**src/rtl/uart_receiver.sv**
```systemverilog
// UART receive path: RxD synchroniser, 16x baud tick generator and frame FSM.
// Frame: start(0), D0..D7 LSB first, even parity, stop(1). Result flags are levels
// that hold until the next accepted start edge or reset.
module uart_receiver #(
    parameter int unsigned CLK_HZ     = 50_000_000,
    parameter int unsigned SYNC_DEPTH = 2
) (
    input  logic       Clk,
    input  logic       reset,
    input  logic       Rx_EN,
    input  logic       RxD,
    input  logic [2:0] baud_select,
    output logic [7:0] Rx_DATA,
    output logic       Rx_VALID,
    output logic       Rx_PERROR,
    output logic       Rx_FERROR
);

    // Rounded divisor for a 16x oversampling tick at the given baud rate.
    function automatic int unsigned baud_div(input int unsigned baud);
        return (CLK_HZ + 8 * baud) / (16 * baud);
    endfunction

    localparam int unsigned DIV_300    = baud_div(300);
    localparam int unsigned DIV_1200   = baud_div(1200);
    localparam int unsigned DIV_4800   = baud_div(4800);
    localparam int unsigned DIV_9600   = baud_div(9600);
    localparam int unsigned DIV_19200  = baud_div(19200);
    localparam int unsigned DIV_38400  = baud_div(38400);
    localparam int unsigned DIV_57600  = baud_div(57600);
    localparam int unsigned DIV_115200 = baud_div(115200);
    localparam int unsigned CNT_W      = (DIV_300 > 2) ? $clog2(DIV_300) : 1;

    typedef enum logic [2:0] {
        S_IDLE,
        S_START,
        S_DATA,
        S_PARITY,
        S_STOP,
        S_BREAK
    } state_e;

    logic [SYNC_DEPTH-1:0] sync_q;
    logic                  rxs_c;

    logic [CNT_W-1:0]      cnt_q;
    logic [CNT_W-1:0]      div_max_c;
    logic [2:0]            sel_q;
    logic                  sel_chg_c;
    logic                  tick_c;
    logic                  restart_c;

    state_e                state_q, state_d;
    logic [3:0]            sc_q, sc_d;
    logic [2:0]            bi_q, bi_d;
    logic [7:0]            shift_q, shift_d;
    logic                  par_q, par_d;
    logic [7:0]            data_q, data_d;
    logic                  valid_q, valid_d;
    logic                  perr_q, perr_d;
    logic                  ferr_q, ferr_d;
    logic                  par_ok_c;

    assign rxs_c     = sync_q[SYNC_DEPTH-1];
    assign sel_chg_c = (baud_select != sel_q);
    assign tick_c    = (cnt_q == div_max_c);
    assign par_ok_c  = ((^shift_q) == par_q);

    assign Rx_DATA   = data_q;
    assign Rx_VALID  = valid_q;
    assign Rx_PERROR = perr_q;
    assign Rx_FERROR = ferr_q;

    // Terminal count of the tick counter for the selected baud rate.
    always_comb begin
        div_max_c = CNT_W'(DIV_9600 - 1);
        case (baud_select)
            3'd0:    div_max_c = CNT_W'(DIV_300 - 1);
            3'd1:    div_max_c = CNT_W'(DIV_1200 - 1);
            3'd2:    div_max_c = CNT_W'(DIV_4800 - 1);
            3'd3:    div_max_c = CNT_W'(DIV_9600 - 1);
            3'd4:    div_max_c = CNT_W'(DIV_19200 - 1);
            3'd5:    div_max_c = CNT_W'(DIV_38400 - 1);
            3'd6:    div_max_c = CNT_W'(DIV_57600 - 1);
            default: div_max_c = CNT_W'(DIV_115200 - 1);
        endcase
    end

    // Bring the asynchronous line into the Clk domain; idle level is high.
    always_ff @(posedge Clk or negedge reset) begin
        if (!reset) begin
            sync_q <= '1;
        end else begin
            sync_q <= {sync_q[SYNC_DEPTH-2:0], RxD};
        end
    end

    // Baud tick counter; restarted on a start edge so ticks align to the frame.
    always_ff @(posedge Clk or negedge reset) begin
        if (!reset) begin
            cnt_q <= '0;
            sel_q <= 3'd0;
        end else begin
            sel_q <= baud_select;
            if (restart_c || sel_chg_c || tick_c) begin
                cnt_q <= '0;
            end else begin
                cnt_q <= cnt_q + CNT_W'(1);
            end
        end
    end

    // Frame FSM next-state and result-flag logic; all decisions use rxs_c.
    always_comb begin
        state_d   = state_q;
        sc_d      = sc_q;
        bi_d      = bi_q;
        shift_d   = shift_q;
        par_d     = par_q;
        data_d    = data_q;
        valid_d   = valid_q;
        perr_d    = perr_q;
        ferr_d    = ferr_q;
        restart_c = 1'b0;

        if (!Rx_EN) begin
            state_d = S_IDLE;
        end else begin
            case (state_q)
                S_IDLE: begin
                    if (!rxs_c) begin
                        state_d   = S_START;
                        sc_d      = 4'd0;
                        restart_c = 1'b1;
                        valid_d   = 1'b0;
                        perr_d    = 1'b0;
                        ferr_d    = 1'b0;
                    end
                end
                S_START: begin
                    if (tick_c) begin
                        sc_d = sc_q + 4'd1;
                        if (sc_q == 4'd7) begin
                            sc_d = 4'd0;
                            bi_d = 3'd0;
                            state_d = rxs_c ? S_IDLE : S_DATA;
                        end
                    end
                end
                S_DATA: begin
                    if (tick_c) begin
                        sc_d = sc_q + 4'd1;
                        if (sc_q == 4'd15) begin
                            shift_d[bi_q] = rxs_c;
                            bi_d = bi_q + 3'd1;
                            if (bi_q == 3'd7) begin
                                state_d = S_PARITY;
                            end
                        end
                    end
                end
                S_PARITY: begin
                    if (tick_c) begin
                        sc_d = sc_q + 4'd1;
                        if (sc_q == 4'd15) begin
                            par_d   = rxs_c;
                            state_d = S_STOP;
                        end
                    end
                end
                S_STOP: begin
                    if (tick_c) begin
                        sc_d = sc_q + 4'd1;
                        if (sc_q == 4'd15) begin
                            if (rxs_c) begin
                                state_d = S_IDLE;
                                if (par_ok_c) begin
                                    data_d  = shift_q;
                                    valid_d = 1'b1;
                                end else begin
                                    perr_d = 1'b1;
                                end
                            end else begin
                                state_d = S_BREAK;
                                ferr_d  = 1'b1;
                                perr_d  = !par_ok_c;
                            end
                        end
                    end
                end
                S_BREAK: begin
                    if (rxs_c) begin
                        state_d = S_IDLE;
                    end
                end
                default: state_d = S_IDLE;
            endcase
        end
    end

    // Frame FSM state and output registers.
    always_ff @(posedge Clk or negedge reset) begin
        if (!reset) begin
            state_q <= S_IDLE;
            sc_q    <= 4'd0;
            bi_q    <= 3'd0;
            shift_q <= 8'h00;
            par_q   <= 1'b0;
            data_q  <= 8'h00;
            valid_q <= 1'b0;
            perr_q  <= 1'b0;
            ferr_q  <= 1'b0;
        end else begin
            state_q <= state_d;
            sc_q    <= sc_d;
            bi_q    <= bi_d;
            shift_q <= shift_d;
            par_q   <= par_d;
            data_q  <= data_d;
            valid_q <= valid_d;
            perr_q  <= perr_d;
            ferr_q  <= ferr_d;
        end
    end

endmodule
```
**config.mk**
```make
export PLATFORM = sky130hd
export DESIGN_NAME = uart_receiver
export DESIGN_NICKNAME = d
export VERILOG_FILES = /design/src/rtl/uart_receiver.sv
export SDC_FILE = /design/constraint.sdc
export NUM_CORES = 1
export LEC_CHECK = 0
export CELL_PAD_IN_SITES_DETAIL_PLACEMENT = 1
export CELL_PAD_IN_SITES_GLOBAL_PLACEMENT = 2
export CORE_MARGIN = 2
export CORE_UTILIZATION = 30
export CTS_CLUSTER_DIAMETER = 50
export DETAILED_ROUTE_END_ITERATION = 8
export GPL_ROUTABILITY_DRIVEN = 0
export PLACE_DENSITY = 0.62
export SYNTH_ARGS = -nofsm -noshare
export SYNTH_HDL_FRONTEND = slang
export SYNTH_SLANG_ARGS = --single-unit
```
**constraint.sdc**
```tcl
create_clock -name Clk -period 3.4 [get_ports Clk]
set_input_delay 0.68 -clock Clk [delete_from_list [all_inputs] [get_ports Clk]]
set_output_delay 0.68 -clock Clk [all_outputs]
set_load 0.05 [all_outputs]
```
==> impl_metrics.csv, run 1 <==
group,metric,value,unit
outcome,status,"complete, no violations",
cts,cts_tree,"built",
grt,grt_pass1_vias,2430,
job,drv_cap,0,
route,drc,0,
cts,clk_latency,0.31,ns
synthesis,synth_edf_count,0,
grt,grt_usage,15.21,%
power,p_int,803.4,uW
grt,use_met3,2.553,%
cts,clk_pin_slew_worst_paths,0.11,ns
floorplanning,io_pins,18,
timing,rsz0062_at_grt,"false",
power,pwr-share-clk,32.3,%
grt,grt_start_max_net_pins,30,
route,dr.first_iter.drc_count,73,
timing,period_share,89.19,%
synthesis,synth_compound_area_share,10.80,%
grt,use_met1,21.20,%
final_layout,multi_input_area,1514,um2
synthesis,syn-instance-count,301,
synthesis,synth-seq-cells,49,
timing,fmax,329.8,MHz
timing,holdWs,0.3511,ns
timing,skew,0.01189,ns
cts,h-tree-depth,2,
floorplanning,fp.dieW,101.5,um
synthesis,synthAdderAreaFrac,1.756,%
final_layout,nFillCells,1066,
synthesis,syn_area,2850,um2
power,share_comb_of_total_power,14.3,%
cts,ctsLongestPathBuffers,2,
timing,maxSlewViolCount,0,
route,routedWlPerCell,15.53,um
cts,cts.hold.buffers_added,0,
worst_setup_path,worst-path-max-fanout,21,
placed_design,placed_cells,439,
synthesis,synth_fp_nets,312,
cts,cts_buffers,5,
floorplanning,rows,35,
synthesis,synthTopCellsByArea,"dfrtp_1 41%, xor2_1 5.5%, nor2_1 4.7%",
synthesis,synth-xor-area-share,9.833,%
final_layout,n_antenna_cell,0,
timing,tns,0,ns
synthesis,synth_mux_area_share,7.902,%
floorplanning,core,9240,um2
timing,finalSetupViolCount,0,
final_layout,ff_latch_area,1229,um2
grt,grt_antenna_before_repair,0,
final_layout,syn2layout_area_growth,16.02,%
worst_setup_path,cp.required,3.60,ns
cts,post_cts.repair.setup_buffers,0,
power,p_total,1153,uW
cts,cts_resized,0,
power,p_leak,0.001419,uW
worst_setup_path,arrival,3.24,ns
timing,finalCriticalPeriod,3.033,ns
power,vdd_drop_max,0.1323,mV
synthesis,avgSynthCellArea,9.469,um2
final_layout,nets,328,
cts,cts_sinks,49,
power,switchingPower,349.6,uW
power,pwr-share-seq,53.5,%
worst_setup_path,criticalPathCategory,"in -> reg",
floorplanning,die_h,101.5,um
synthesis,synth_top_area_share,41.26,%
synthesis,yosysWarnings,0,
final_layout,drive_gt1_share,11.64,%
synthesis,ys_seq_area_share,43.11,%
route,routed_wl,6.944,mm
grt,gr-total-overflow,0,
grt,use_met2,25.01,%
synthesis,ys.flop_type,"dfrtp_1",
final_layout,fin_util,35.79,%
route,via_per_inst,5.018,
floorplanning,dieArea,10300,um2
synthesis,synthSimpleGateAreaFrac,22.83,%
synthesis,yosysUniqueCellTypes,47,
hold_path,hp-class,"reg -> reg",
route,ant_nets,0,
timing,slew_headroom,54.81,%
worst_setup_path,crit_path_end_kind,"register",
synthesis,synth_top_family_by_area,"simple AND/OR/NAND/NOR gates",
cts,root_buffer,"clkbuf_8",
grt,grt_pass1_wl,12.41,mm
placed_design,hpwlAfterDp,4.880,mm
route,vias,2243,
power,cellPowerDensity,348.7,nW/um2
synthesis,yosysTopAreaCell,"dfrtp_1",
grt,grt-busiest-layer,"met2",
final_layout,layout.cells.non_filler,447,
route,dr.pass1.iters,4,
synthesis,synthArstFlopShare,100.0,%
power,switching_share,30.32,%
placed_design,numPortBuffers,17,
timing,worstMarginPinSlew,0.6778,ns
floorplanning,start_util,30.85,%
worst_setup_path,start_kind,"input port",
timing,hold_viol_final,0,
-- state kept, by name, summed over array words and instances (netlist names) --
name,flops
bi_q,3
sel_q,3
par_q,1
sc_q,4
shift_q,8
state_q,3
cnt_q,14
sync_q,2
Rx_PERROR,1
Rx_VALID,1
Rx_FERROR,1
Rx_DATA,8
-- critical path, stage by stage --
cell and delay [ns]:
clkdlybuf4s50_1 0.47, buf_12 0.19, xor2_1 0.15, buf_4 0.14, a21oi_1 0.15, a21oi_1 0.05, or4_1 0.54, nor3_4 0.20
buf_12 0.19, nand4b_1 0.12, mux2_1 0.34
-- cells in the mapped netlist, drive strengths merged, types with 3 or more instances --
cell,n
nand2,23
or3,3
and3,9
a22o,3
buf,8
xor2,18
inv,6
o21ai,12
nor2,36
mux2,20
nor3,6
a21oi,11
nand4b,5
xnor2,14
o31ai,4
nor4,3
nand3b,4
nand4,6
nor3b,3
nand3,12
ha,4
o22ai,3
nor4b,3
nand2b,3
clkbuf,11
nor2b,3
dfrtp,47
-- cells in the final DEF (no fill, tap or decap), drive strengths merged, types with 5 or more instances in the layout --
| master | netlist | routed |
|---|---|---|
| nand4b | 5 | 5 |
| nand4 | 6 | 6 |
| xnor2 | 14 | 14 |
| clkdlybuf4s50 | 0 | 16 |
| clkbuf | 11 | 5 |
| buf | 8 | 12 |
| nor3 | 6 | 6 |
| nand3 | 12 | 12 |
| o21ai | 12 | 12 |
| nor2 | 36 | 36 |
| xor2 | 18 | 18 |
| and3 | 9 | 9 |
| mux2 | 20 | 20 |
| inv | 6 | 7 |
| a21oi | 11 | 11 |
| dfrtp | 47 | 47 |
| nand2 | 23 | 23 |
-- final timing paths --
kind	startpoint	to	slack, ns	cells past startpoint
max in group asynchronous	reset	sync_q[1]	2.20	2
hold reg to reg	sync_q[0]	sync_q[1]	0.35	0
setup reg to reg	sc_q[0]	par_q	0.75	7
min in group asynchronous	reset	cnt_q[4]	0.40	1
setup / recovery	baud_select[2]	shift_q[0]	0.37	11
hold / removal	sync_q[0]	sync_q[1]	0.35	0
-- cell type report --
class                   instances  share of cell area (%)
clock buffers                   5                   2.081
clock inverters                 3                  0.7946
inverters                       6                  0.6810
multi-input cells             227                   45.78
flip-flops and latches         49                   37.15
well taps                     129                   4.881
repair buffers                 28                   8.627
-- power by group through the flow --
stage | Combinational [uW] | Clock [uW] | Sequential (uW)
finish | 165 | 372 | 617
global route | 191 | 413 | 620
global placement | 168 | 0 | 628
floorplan | 116 | 0 | 611
detailed placement | 168 | 0 | 628
CTS | 168 | 395 | 617
-- through the flow --
step                setup WS [ns]  instance area [um2]
floorplan                  0.5859                 2850
global placement          0.05390                 3212
detailed placement        0.02760                 3212
CTS                        0.3663                 3307
global route               0.2160                 3307
finish                     0.3675                 3307
-- layer usage --
layer  wire length (um)  vias up
li1                   -     1096
met1               3641     1125
met2               3131       17
met3                106        5
met4                 64        0
met5                  0        -
-- logic make-up (layout without fill, tap and decap cells) --
family | count (synthesis) | in the layout
flops | 49 | 49
fa+ha+maj | 4 | 4
simple gates | 123 | 123
mux | 20 | 20
buf+inv | 25 | 42
xor+xnor | 32 | 32
compound gates | 48 | 48
(Power assumes the default switching activity.)
==> run 2, diff against run 1 <==
==> config.mk (replaced) <==
export PLATFORM = sky130hd
export DESIGN_NAME = uart_receiver
export DESIGN_NICKNAME = d
export VERILOG_FILES = /design/src/rtl/uart_receiver.sv
export SDC_FILE = /design/constraint.sdc
export NUM_CORES = 1
export LEC_CHECK = 0
export CORE_UTILIZATION = 30
export CTS_CLUSTER_DIAMETER = 50
export DETAILED_ROUTE_END_ITERATION = 8
export GPL_ROUTABILITY_DRIVEN = 0
export PLACE_DENSITY = 0.43
export SKIP_CTS_REPAIR_TIMING = 1
export SYNTH_ARGS = -nofsm -noshare
export SYNTH_HDL_FRONTEND = slang
export SYNTH_SLANG_ARGS = --single-unit
==> run 2 against run 1 <==
Critical path depth is 1 lower. Worst setup slack worse by 0.032 ns. Clock skew decreased by 0.0082 ns. Sequential power about the same. Non-clock buffer count down 1. Clock-buffer cell count unchanged. Largest cell class unchanged. Combinational power is 4% lower. First-iteration DRC count grew 18%. Sequential cell count did not move. Power increased by 11%. Cell area rose by 0.30%. Sequential share of layout area shrank 0.11 points.
==> impl_metrics.csv, run 2 (same netlist as run 1, synthesis figures left out) <==
group,metric,value,unit
timing,worstMarginPinSlew,0.7056,ns
final_layout,largest_register,"cnt_q",
power,share_comb_of_total_power,12.3,%
grt,grt_start_max_net_pins,28,
worst_setup_path,cp_common_cell,"buf_4",
worst_setup_path,criticalPathCategory,"in -> reg",
timing,maxSlewViolCount,0,
job,drv_cap,0,
route,routedWlPerCell,14.06,um
cts,cts_tree,"built",
cts,cts_buffers,5,
placed_design,placed_area,3179,um2
timing,tns,0,ns
final_layout,nFillCells,936,
timing,period_share,90.15,%
cts,h-tree-depth,2,
final_layout,largest_reg_flops,14,
cts,ctsLongestPathBuffers,2,
floorplanning,dieArea,9894,um2
cts,root_buffer,"clkbuf_8",
placed_design,numPortBuffers,17,
route,dr.first_iter.drc_count,86,
worst_setup_path,crit_path_end_kind,"register",
worst_setup_path,critical_path.cell_chain,"clkdlybuf4s50_1, buf_4, xor2_1, nor2_1, o21a_1, or4_4, nor3_4, buf_4, nand4b_1, mux2_1",
cts,cts_sinks,49,
timing,skew,0.003733,ns
final_layout,final_common_cell,"dfrtp_1",
timing,fin_ws,0.3351,ns
placed_design,pre_cts_ws,-0.002266,ns
final_layout,design_area,3317,um2
cts,clk_pin_slew_worst_paths,0.10,ns
floorplanning,rows,35,
route,via_per_inst,4.863,
grt,grt_usage,13.95,%
final_layout,layout.cells.non_filler,446,
power,pwr-share-seq,47.8,%
worst_setup_path,max_stage_delay,0.50,ns
power,switching_share,26.39,%
cts,clk_latency,0.30,ns
timing,fmax,326.3,MHz
power,p_int,946.1,uW
timing,hold_viol_final,0,
timing,finalSetupViolCount,0,
power,p_total,1285,uW
worst_setup_path,cp.required,3.60,ns
power,cellPowerDensity,387.5,nW/um2
floorplanning,io_pins,18,
power,p_leak,0.001428,uW
worst_setup_path,worst-path-max-fanout,9,
grt,grt_pass1_vias,2173,
worst_setup_path,crit_slowest_cell,"or4_4",
worst_setup_path,arrival,3.26,ns
power,switchingPower,339.1,uW
final_layout,nets,327,
floorplanning,fp.dieW,99.47,um
power,pwr-share-clk,39.8,%
worst_setup_path,start_kind,"input port",
power,vdd_drop_max,0.1906,mV
placed_design,placed_cells,438,
route,ant_nets,0,
timing,rsz0062_at_grt,"false",
timing,slew_headroom,52.96,%
final_layout,syn2layout_area_growth,16.37,%
route,drc,0,
grt,grt_antenna_before_repair,0,
placed_design,hpwlAfterDp,4.359,mm
floorplanning,die_h,99.47,um
outcome,status,"complete, no violations",
route,routed_wl,6.270,mm
final_layout,final_cell_mix,"47 x dfrtp_1, 36 x nor2_1, 23 x nand2_1, 18 x xor2_1, 16 x clkdlybuf4s50_1",
hold_path,hp-class,"in -> async",
grt,gr-total-overflow,0,
route,vias,2169,
route,dr.pass1.iters,4,
floorplanning,start_util,30.85,%
grt,grt_pass1_wl,10.93,mm
floorplanning,core,9240,um2
timing,finalCriticalPeriod,3.065,ns
final_layout,drive_gt1_share,11.36,%
final_layout,n_antenna_cell,0,
## run 2: area by class of cell
| cell class | instances | area [um2] | share of cell area (%) |
|---|---|---|---|
| multi-input cells | 227 | 1514 | 45.64 |
| inverters | 6 | 22.52 | 0.6790 |
| clock buffers | 5 | 68.82 | 2.075 |
| repair buffers | 27 | 252.7 | 7.620 |
| flip-flops and latches | 49 | 1229 | 37.04 |
| clock inverters | 3 | 68.82 | 2.075 |
| well taps | 129 | 161.4 | 4.866 |
## run 2: layer usage
metal	routed length (um)	track usage (%)
met4	58	3.846
met5	0	0
met1	3220	19.78
met2	2835	21.63
met3	155	2.811
## run 2: power groups by stage
stage	clock network, uW	logic [uW]	registers (uW)
after global placement	0	160	626
after floorplan	0	116	611
after detailed placement	0	160	626
after CTS	533	161	615
after global routing	557	180	618
final	512	158	615
## run 2: per-stage QoR
| step | hold slack, ns | utilization (%) |
|---|---|---|
| global placement | 0.3459 | 34.41 |
| detailed placement | 0.3491 | 34.41 |
| finish | 0.3624 | 35.90 |
| CTS | 0.3649 | 35.90 |
| floorplan | 0.3452 | - |
| global route | 0.3709 | 35.90 |
## run 2: critical path, delay by kind of cell
kind,cells,cell delay [ns]
buf+inv,3,0.87
mux,1,0.34
xor+xnor,1,0.23
compound gates,1,0.17
simple gates,4,0.96
## run 2: worst paths after layout
path | startpoint | end | slack [ns] | depth (start not counted)
max | baud_select[2] | shift_q[2] | 0.34 | 10
min | reset | sc_q[1] | 0.36 | 1
max reg2reg | cnt_q[4] | shift_q[2] | 0.74 | 8
min reg2reg | sync_q[0] | sync_q[1] | 0.36 | 0
max in group asynchronous | reset | sync_q[1] | 2.21 | 2
min in group Clk | sync_q[0] | sync_q[1] | 0.36 | 0
==> RTL edit: new RTL, settings of run 2 <==
The 6 states of `state_e` get a one-hot encoding in 6 bits.
--- a/src/rtl/uart_receiver.sv
+++ b/src/rtl/uart_receiver.sv
@@ -33,9 +33,9 @@
 
-    typedef enum logic [2:0] {
-        S_IDLE,
-        S_START,
-        S_DATA,
-        S_PARITY,
-        S_STOP,
-        S_BREAK
+    typedef enum logic [5:0] {
+        S_IDLE   = 6'b000001,
+        S_START  = 6'b000010,
+        S_DATA   = 6'b000100,
+        S_PARITY = 6'b001000,
+        S_STOP   = 6'b010000,
+        S_BREAK  = 6'b100000
     } state_e;
Check against the original RTL: no difference found for any inputs over 10 cycles, from zero or initial values and one cycle with reset low; not proved beyond that.
==> RTL edit against run 2 <==
Routed wire length increased by 8.5%. Synthesized cell count increased by 3.7%. Power decreased by 6.6%. Fmax increased by 1.3%. Cell area increased by 6.2%. Register-to-register slack improved by 0.17 ns. Clock skew increased by 0.013 ns. Via count increased by 5.6%. Sequential share of layout area about the same. Sequential cell count increased by 3. Worst setup slack improved by 0.039 ns. Area after synthesis increased by 7.1%.
==> RTL edit: results (changes against run 2) <==
** Route
- Detail Route met2 WL :: 3090 um (was 2840 um)
- Number of DRC violations after detailed-routing iteration 0 :: 129 (was 86)
- Wire length on met1 :: 3550 um (was 3220 um)
- Wirelength per Cell :: 14.4 um (was 14.1 um)
- Wire length on met3 :: 109 um (was 155 um)
- The number of vias in the routed layout is 2291 (was 2169).

** Pwr
- Switching pwr :: 346 uW (was 339 uW)
- Leak Pwr :: 0.00149 uW (was 0.00143 uW)
- The worst IR drop on VDD is 0.000180 V (was 0.000191 V).
- The clock group total power was 394 uW (was 512 uW).

** Placed design
- Post-DP HPWL :: 5040 um (was 4360 um)
- Setup Slack @ Placement :: 0.0320 ns (was -0.00227 ns)

** Global routing
- Global-route track usage on met3 :: 2.44% (was 2.81%)
- The global-route wire length before repair is 11700 um (was 10900 um).
- Met2 track demand over resource :: 22.6% (was 21.6%)
- Total track usage :: 14.3% (was 14.0%)
- Met1 capacity usage during global routing :: 20.3% (was 19.8%)

** Yosys
- Top area cells in the synthesized netlist :: sky130_fd_sc_hd__dfrtp_1 40%, sky130_fd_sc_hd__mux2_2 6.3%, sky130_fd_sc_hd__xnor2_1 4.9% (was sky130_fd_sc_hd__dfrtp_1 41%, sky130_fd_sc_hd__xor2_1 5.5%, sky130_fd_sc_hd__nor2_1 4.7%)
- The post-synth net total came to 323 (was 312).
- Ranking of synthesized cells by instance count: 49 x sky130_fd_sc_hd__dfrtp_1, 33 x sky130_fd_sc_hd__nor2_1, 30 x sky130_fd_sc_hd__nand2_1 (was 47 x sky130_fd_sc_hd__dfrtp_1, 36 x sky130_fd_sc_hd__nor2_1, 23 x sky130_fd_sc_hd__nand2_1).
- The number of different library cells in the post-synthesis netlist is 58 (was 47).
- Part of the Yosys area used for sequential elements :: 42.8% (was 43.1%)

** Timing
- Worst Tran Pin Value :: 0.636 ns (was 0.706 ns)
- Worst clock skew :: 0.0171 ns (was 0.00373 ns)
- Max Clk Rate :: 330 MHz (was 326 MHz)

** Setup path
- The biggest fanout along the worst timing path was 14 (was 9).
- Maximum single-stage delay on the critical path :: 0.54 ns (was 0.50 ns)
- Cell at the slowest stage of the critical path :: sky130_fd_sc_hd__clkdlybuf4s50_1 (was sky130_fd_sc_hd__or4_4)
- Data arrival time of the critical path :: 3.23 ns (was 3.26 ns)

** Clock network
- Number of levels the H-tree was split into :: 2 (unchanged)
- Clock-pin slew on the worst setup and hold paths :: 0.12 ns (was 0.10 ns)
- Num CTS Buffers :: 5 (unchanged)

** Finish
- Layout fillers :: 1075 (was 936)
- The final layout net count is 348 (was 327).

** Worst hold path
- The worst min-delay path category was reg -> reg (was in -> async).

** Status
- Outcome :: finished, final reports clean (unchanged)
-- RTL edit: final timing paths --
| kind | cells after the start | startpoint | slack (ns) | to |
|---|---|---|---|---|
| min reg2reg | 0 | sync_q[0]$_DFF_PN1_ | 0.36 | sync_q[1]$_DFF_PN1_ |
| max in group asynchronous | 2 | reset | 2.18 | sync_q[0]$_DFF_PN1_ |
| min | 0 | sync_q[0]$_DFF_PN1_ | 0.36 | sync_q[1]$_DFF_PN1_ |
| max | 9 | baud_select[1] | 0.37 | bi_q[0]$_DFFE_PN0P_ |
| min in group asynchronous | 1 | reset | 0.38 | state_q[5]$_DFFE_PN0P_ |
| max reg2reg | 6 | cnt_q[3]$_DFF_PN0_ | 0.91 | bi_q[0]$_DFFE_PN0P_ |
-- RTL edit: kinds of logic after synthesis --
kind of cell / Yosys count / share of synthesized area (%)
muxes: 26 / 9.39
xor gates and xnor gates: 29 / 8.32
DFF: 52 / 42.8
buffers and inverters: 28 / 4.59
and+or+nand+nor: 134 / 23.5
adders and majority gates: 4 / 1.64
AOI/OAI and AO/OA: 39 / 9.80
-- RTL edit: cell type report --
class	count	area share, %
Clock buffer	5	1.95
Clock inverter	3	0.817
Inverter	13	1.39
Multi-Input combinational cell	232	45.6
Sequential cell	52	37.1
Tap cell	133	4.72
Timing Repair Buffer	33	8.45
-- RTL edit: per-stage QoR --
step | hold WS (ns) | power, uW | cells | util, % | area, sq um
2_1_floorplan | 0.345 | 768 | 312 | - | 3050
3_3_place_gp | 0.347 | 822 | 463 | 34.9 | 3420
3_5_place_dp | 0.347 | 819 | 463 | 34.9 | 3420
4_1_cts | 0.366 | 1230 | 471 | 35.9 | 3520
5_1_grt | 0.371 | 1270 | 471 | 35.9 | 3520
6_report | 0.364 | 1200 | 471 | 35.9 | 3520
